### src/rtl/layer_mixer_pkg.sv
// Shared types and constants for the layer mixer.
// Holds the layer-index enum, the enable-register bit positions, the pipeline
// depth, and the packed payload carried between the two pipeline stages.
package layer_mixer_pkg;

  localparam int unsigned COL_W      = 8;
  localparam int unsigned NIB_W      = 4;
  localparam int unsigned EN_W       = 3;

  // Bit positions in the layer-enable register {BGB, BGA, OBJ}
  localparam int unsigned EN_OBJ     = 0;
  localparam int unsigned EN_BGA     = 1;
  localparam int unsigned EN_BGB     = 2;

  // CE_PIX cycles from input capture to output update
  localparam int unsigned PIPE_DEPTH = 2;

  localparam logic [EN_W-1:0] EN_RESET = 3'b111;

  typedef enum logic [1:0] {
    LAYER_OBJ      = 2'd0,
    LAYER_BGA      = 2'd1,
    LAYER_BGB      = 2'd2,
    LAYER_BACKDROP = 2'd3
  } layer_e;

  // {palette, pixel} colour of one layer
  typedef struct packed {
    logic [NIB_W-1:0] pal;
    logic [NIB_W-1:0] pix;
  } col_t;

  // Stage-1 register contents
  typedef struct packed {
    col_t            obj;
    col_t            bga;
    col_t            bgb;
    logic            bga_pri;
    logic            bgb_pri;
    logic [EN_W-1:0] opq;
    logic            blank;
  } s1_t;

endpackage

### src/rtl/layer_prio_resolve.sv
// Combinational opacity and priority logic for the layer mixer.
// Ports:
//   obj_col/bga_col/bgb_col, en : raw layer colours and active enable mask
//   opq_c                       : per-layer opacity flags {BGB, BGA, OBJ}
//   s1_*                        : stage-1 registered colours, priorities, flags
//   winner_c, col_c             : winning layer and its output colour
module layer_prio_resolve
  import layer_mixer_pkg::*;
#(
  parameter logic [NIB_W-1:0] OPAQUE_MASK = 4'hF
) (
  input  col_t            obj_col,
  input  col_t            bga_col,
  input  col_t            bgb_col,
  input  logic [EN_W-1:0] en,
  output logic [EN_W-1:0] opq_c,
  input  col_t            s1_obj,
  input  col_t            s1_bga,
  input  col_t            s1_bgb,
  input  logic            s1_bga_pri,
  input  logic            s1_bgb_pri,
  input  logic [EN_W-1:0] s1_opq,
  output layer_e          winner_c,
  output col_t            col_c
);

  // Opacity: masked pixel nibble non-zero and layer enabled
  always_comb begin
    opq_c         = '0;
    opq_c[EN_OBJ] = en[EN_OBJ] & (|(obj_col.pix & OPAQUE_MASK));
    opq_c[EN_BGA] = en[EN_BGA] & (|(bga_col.pix & OPAQUE_MASK));
    opq_c[EN_BGB] = en[EN_BGB] & (|(bgb_col.pix & OPAQUE_MASK));
  end

  // Priority: high-pri BGA, high-pri BGB, OBJ, BGA, BGB, backdrop
  always_comb begin
    winner_c = LAYER_BACKDROP;
    col_c    = '{pal: s1_bgb.pal, pix: '0};
    if (s1_opq[EN_BGA] && s1_bga_pri) begin
      winner_c = LAYER_BGA;
      col_c    = s1_bga;
    end else if (s1_opq[EN_BGB] && s1_bgb_pri) begin
      winner_c = LAYER_BGB;
      col_c    = s1_bgb;
    end else if (s1_opq[EN_OBJ]) begin
      winner_c = LAYER_OBJ;
      col_c    = s1_obj;
    end else if (s1_opq[EN_BGA]) begin
      winner_c = LAYER_BGA;
      col_c    = s1_bga;
    end else if (s1_opq[EN_BGB]) begin
      winner_c = LAYER_BGB;
      col_c    = s1_bgb;
    end
  end

endmodule

### src/rtl/layer_mixer.sv
// Two-stage sprite/tilemap layer mixer feeding the palette stage.
// Ports:
//   CLK_32M, RESET       : clock, async active-high reset
//   CE_PIX               : pixel-rate clock enable
//   HBLANK, VBLANK       : blanking, aligned with layer inputs
//   OBJ_COL, BGA_COL/PRI, BGB_COL/PRI : layer colours and tile priorities
//   REG_WR, REG_DIN      : host write of the {BGB, BGA, OBJ} enable shadow
//   CA, CB, SELECT       : sprite index, tile index, sprite-select
//   BLANK_N              : low during (delayed) blank
module layer_mixer
  import layer_mixer_pkg::*;
#(
  parameter logic [NIB_W-1:0] OPAQUE_MASK = 4'hF
) (
  input  logic             CLK_32M,
  input  logic             RESET,
  input  logic             CE_PIX,
  input  logic             HBLANK,
  input  logic             VBLANK,
  input  logic [COL_W-1:0] OBJ_COL,
  input  logic [COL_W-1:0] BGA_COL,
  input  logic             BGA_PRI,
  input  logic [COL_W-1:0] BGB_COL,
  input  logic             BGB_PRI,
  input  logic             REG_WR,
  input  logic [EN_W-1:0]  REG_DIN,
  output logic [COL_W-1:0] CA,
  output logic [COL_W-1:0] CB,
  output logic             SELECT,
  output logic             BLANK_N
);

  logic [EN_W-1:0] shadow_en;
  logic [EN_W-1:0] active_en;
  logic            vblank_prev;
  logic            vblank_rise_c;
  s1_t             s1;
  logic            s1_vld;
  logic [EN_W-1:0] opq_c;
  layer_e          winner_c;
  col_t            col_c;

  assign vblank_rise_c = CE_PIX & VBLANK & ~vblank_prev;

  layer_prio_resolve #(
    .OPAQUE_MASK(OPAQUE_MASK)
  ) u_prio (
    .obj_col    (OBJ_COL),
    .bga_col    (BGA_COL),
    .bgb_col    (BGB_COL),
    .en         (active_en),
    .opq_c      (opq_c),
    .s1_obj     (s1.obj),
    .s1_bga     (s1.bga),
    .s1_bgb     (s1.bgb),
    .s1_bga_pri (s1.bga_pri),
    .s1_bgb_pri (s1.bgb_pri),
    .s1_opq     (s1.opq),
    .winner_c   (winner_c),
    .col_c      (col_c)
  );

  // Shadow enable: host writes land on any clock, latest write wins
  always_ff @(posedge CLK_32M or posedge RESET) begin
    if (RESET) begin
      shadow_en <= EN_RESET;
    end else if (REG_WR) begin
      shadow_en <= REG_DIN;
    end
  end

  // Active enable: picks up the pre-write shadow value on a VBLANK rise
  always_ff @(posedge CLK_32M or posedge RESET) begin
    if (RESET) begin
      active_en   <= EN_RESET;
      vblank_prev <= 1'b1;
    end else if (CE_PIX) begin
      vblank_prev <= VBLANK;
      if (vblank_rise_c) begin
        active_en <= shadow_en;
      end
    end
  end

  // Stage 1: capture inputs and opacity flags under the current mask
  always_ff @(posedge CLK_32M or posedge RESET) begin
    if (RESET) begin
      s1     <= '0;
      s1_vld <= 1'b0;
    end else if (CE_PIX) begin
      s1.obj     <= OBJ_COL;
      s1.bga     <= BGA_COL;
      s1.bgb     <= BGB_COL;
      s1.bga_pri <= BGA_PRI;
      s1.bgb_pri <= BGB_PRI;
      s1.opq     <= opq_c;
      s1.blank   <= HBLANK | VBLANK;
      s1_vld     <= 1'b1;
    end
  end

  // Stage 2: resolved winner updates only its own index; blank forces zero
  always_ff @(posedge CLK_32M or posedge RESET) begin
    if (RESET) begin
      CA      <= '0;
      CB      <= '0;
      SELECT  <= 1'b0;
      BLANK_N <= 1'b0;
    end else if (CE_PIX) begin
      if (!s1_vld || s1.blank) begin
        CA      <= '0;
        CB      <= '0;
        SELECT  <= 1'b0;
        BLANK_N <= 1'b0;
      end else begin
        BLANK_N <= 1'b1;
        if (winner_c == LAYER_OBJ) begin
          SELECT <= 1'b1;
          CA     <= col_c;
        end else begin
          SELECT <= 1'b0;
          CB     <= col_c;
        end
      end
    end
  end

endmodule

### config.mk
export PLATFORM = sky130hd
export DESIGN_NAME = layer_mixer
export DESIGN_NICKNAME = d
export VERILOG_FILES = /design/src/rtl/layer_mixer_pkg.sv /design/src/rtl/layer_prio_resolve.sv /design/src/rtl/layer_mixer.sv
export SDC_FILE = /design/constraint.sdc
export NUM_CORES = 1
export LEC_CHECK = 0
export ABC_AREA = 0
export CAP_MARGIN = 5
export CORE_ASPECT_RATIO = 1.2
export CORE_MARGIN = 2
export CORE_UTILIZATION = 50
export DETAILED_ROUTE_END_ITERATION = 12
export GPL_TIMING_DRIVEN = 0
export PLACE_DENSITY_LB_ADDON = 0.3
export RECOVER_POWER = 50
export SYNTH_ARGS = -nofsm -noshare
export SYNTH_HDL_FRONTEND = slang
export SYNTH_SLANG_ARGS = --single-unit
export TNS_END_PERCENT = 5
### constraint.sdc
create_clock -name CLK_32M -period 2.3 [get_ports CLK_32M]
set_input_delay 0.46 -clock CLK_32M [delete_from_list [all_inputs] [get_ports CLK_32M]]
set_output_delay 0.46 -clock CLK_32M [all_outputs]
set_load 0.01 [all_outputs]
==> impl_metrics.yaml <==
cts:
  numCtsBuffers: 5
  clk_pin_slew_ns: 0.09
  cts_setup_buffers: 0
  clockBufferDepth: 2
  cts_max_level: 2
  cts_root_buffer: "clkbuf_8"
  clock_latency_ns: 0.30
  cts_tree: "built"
  post_cts_resized: 0
  cts_sinks: 56
  holdBufCountCts: 0
die:
  io_pins: 53
  dieArea_mm2: 0.00559
  initial_core_util_pct: 51.4
  die_w_um: 68.6
  rows: 28
  dieHeight_um: 81.5
  coreArea_mm2: 0.00487
power:
  power_frac_clock_pct: 24.0
  p_comb_share_pct: 25.3
  power.internal_w: 0.00170
  swShare_pct: 27.8
  p_seq_share_pct: 50.6
  ir_worst_vdd_mv: 0.553
  power_w: 0.00236
  p_sw_w: 0.000654
  p_leak_nw: 1.29
  power_density_mw_per_mm2: 737
sta:
  hold_violations: 0
  clock.fmax_ghz: 0.597
  setup_viol: 0
  worst_pin_slew_ns: 0.710
  maxSlewViolCount: 0
  period_minus_slack_ns: 1.67
  skew_ns: 0.00750
  period_share_pct: 72.8
  slew_headroom_pct: 52.6
  rsz0062_at_grt: "no"
global_route:
  grt_pass1_wl_mm: 8.46
  overflow: 0
  antenna_found_initial: 0
  busiest_layer: "met2"
  grt_max_degree: 40
  grt_usage_pct: 20.6
  grt_pass1_vias: 1731
  use_met2_pct: 32.1
  met1_usage_pct: 29.0
  use_met3_pct: 4.66
cells_and_area:
  stdcell_count: 315
  layout.area.seq_mm2: 0.00141
  syn_to_final_growth_pct: 27.9
  multi_input_area_um2: 995
  fillCellCount: 406
  final_area_mm2: 0.00320
  drive_above_1_share_pct: 23.5
  final_nets: 289
  num_antenna_cells: 0
place:
  portBuffers: 51
  place_congestion: 0.854
  placed_area_mm2: 0.00311
  dp_hpwl_mm: 3.92
  place_inst: 307
synthesis:
  ys_ff_latch: 56
  synth.cell_area_mm2: 0.00250
  synth_edf_count: 0
  synth_area_leader_cell: "dfrtp_1"
  ys_seq_area_share_pct: 56.4
  synthTopCellsByArea: "dfrtp_1 (49%), mux2_2 (14%), dfstp_2 (7.4%)"
  syn_avg_cell_area_um2: 12.8
  yosys.area.top_type_share_pct: 49.0
  synthFlopType: "dfrtp_1"
  yosysMostFrequentCell: "dfrtp_1"
  syn-instance-count: 195
  synthTopCellsByCount: "dfrtp_1 (49), mux2_2 (32), o21ai_0 (13), nand2_1 (9)"
  async_reset_ff_share_pct: 100
  ys_types: 32
  yosysWarningCount: 0
  syn_nets: 230
worst_setup_path:
  cp_num_cells: 1
  crit_family: "buffers and inverters"
  worst_ep_arrival_time_ns: 1.21
  reg2regPathDepth: 4
  regToRegSetupSlack_ns: 0.85
  crit_fanout: 2
  critical_path_buf_inv_count: 1
  max_stage_delay_ns: 0.54
  cp-start-kind: "flop"
  critical_path.slowest_cell: "clkdlybuf4s50_1"
  worstPathRequired_ns: 1.84
  crit_chain: "clkdlybuf4s50_1"
  critPathKind: "reg -> out"
  endpoint_kind: "output pin"
drt:
  ant_nets: 0
  vias: 1778
  drt_iter0_drc: 100
  drc_errors: 0
  routed_wl_mm: 5.06
  via_per_inst: 5.64
  drt-pass1-iter-count: 4
  wire_per_inst_um: 16.1
status:
  outcome: "finished clean"
worst_hold_path:
  whs_path_depth: 1
  hp-class: "reg -> reg"
flow_run:
  max_cap_viol_count: 0
[cell type report]
type	count	share of cell area [%]
Buffer	10	2.03
Clock buffer	8	3.13
Inverter	6	0.704
Multi-Input combinational cell	123	31.1
Sequential cell	56	44.1
Tap cell	60	2.35
Timing Repair Buffer	52	16.6
[state kept, by name, summed over array words and instances (netlist names)]
register / count
vblank_prev: 1
SELECT: 1
s1: 30
active_en: 3
CB: 8
BLANK_N: 1
shadow_en: 3
CA: 8
s1_vld: 1
[cell families after synthesis]
kind of cell	Yosys count	synth area share, %
muxes	32	14.4
DFF	56	56.4
buffers and inverters	16	3.85
and+or+nand+nor	36	7.90
AOI/OAI and AO/OA	55	17.5
[final timing paths]
kind,from,end
max,CB[7],CB[7]
max in group asynchronous,RESET,shadow_en[1]
max reg2reg,s1[3],CB[6]
min reg2reg,SELECT,SELECT
min,SELECT,SELECT
min in group asynchronous,RESET,s1[28]
[through the flow]
| stage | setup slack (ns) | hold WS, ns | TNS [ns] | utilization [%] |
|---|---|---|---|---|
| after detailed placement | 0.547 | 0.477 | 0 | 63.8 |
| after CTS | 0.614 | 0.460 | 0 | 65.9 |
| after global placement | -0.452 | 0.466 | -22.04 | 63.4 |
| final | 0.625 | 0.494 | 0 | 65.7 |
| after floorplan | 0.480 | 0.461 | 0 | - |
| after global routing | 0.471 | 0.513 | 0 | 65.7 |
[placed cells by master, fill, tap and decap left out, drive strengths merged, types with 5 or more instances in the layout]
cell | Yosys | layout
clkdlybuf4s50 | 0 | 50
dfrtp | 49 | 49
mux2 | 32 | 32
o21ai | 15 | 15
clkbuf | 0 | 13
nand2 | 10 | 10
a22o | 8 | 8
o2bb2ai | 8 | 8
dfstp | 7 | 7
inv | 6 | 6
nor2 | 6 | 6
buf | 10 | 6
o21a | 5 | 5
nor2b | 5 | 5
a221oi | 5 | 5
[layer usage]
layer | up-vias | wire length [um]
li1 | 840 | -
met1 | 882 | 2310
met2 | 54 | 2480
met3 | 2 | 255
met4 | 0 | 14
met5 | - | 0
[power groups by stage]
stage / sequential, W / clock (W) / combinational, W
after global routing: 0.00121 / 0.000622 / 0.000652
after CTS: 0.00119 / 0.000577 / 0.000600
after detailed placement: 0.00121 / 0 / 0.000597
after global placement: 0.00121 / 0 / 0.000576
final: 0.00119 / 0.000567 / 0.000596
after floorplan: 0.00120 / 0 / 0.000369
(Power assumes the default switching activity.)
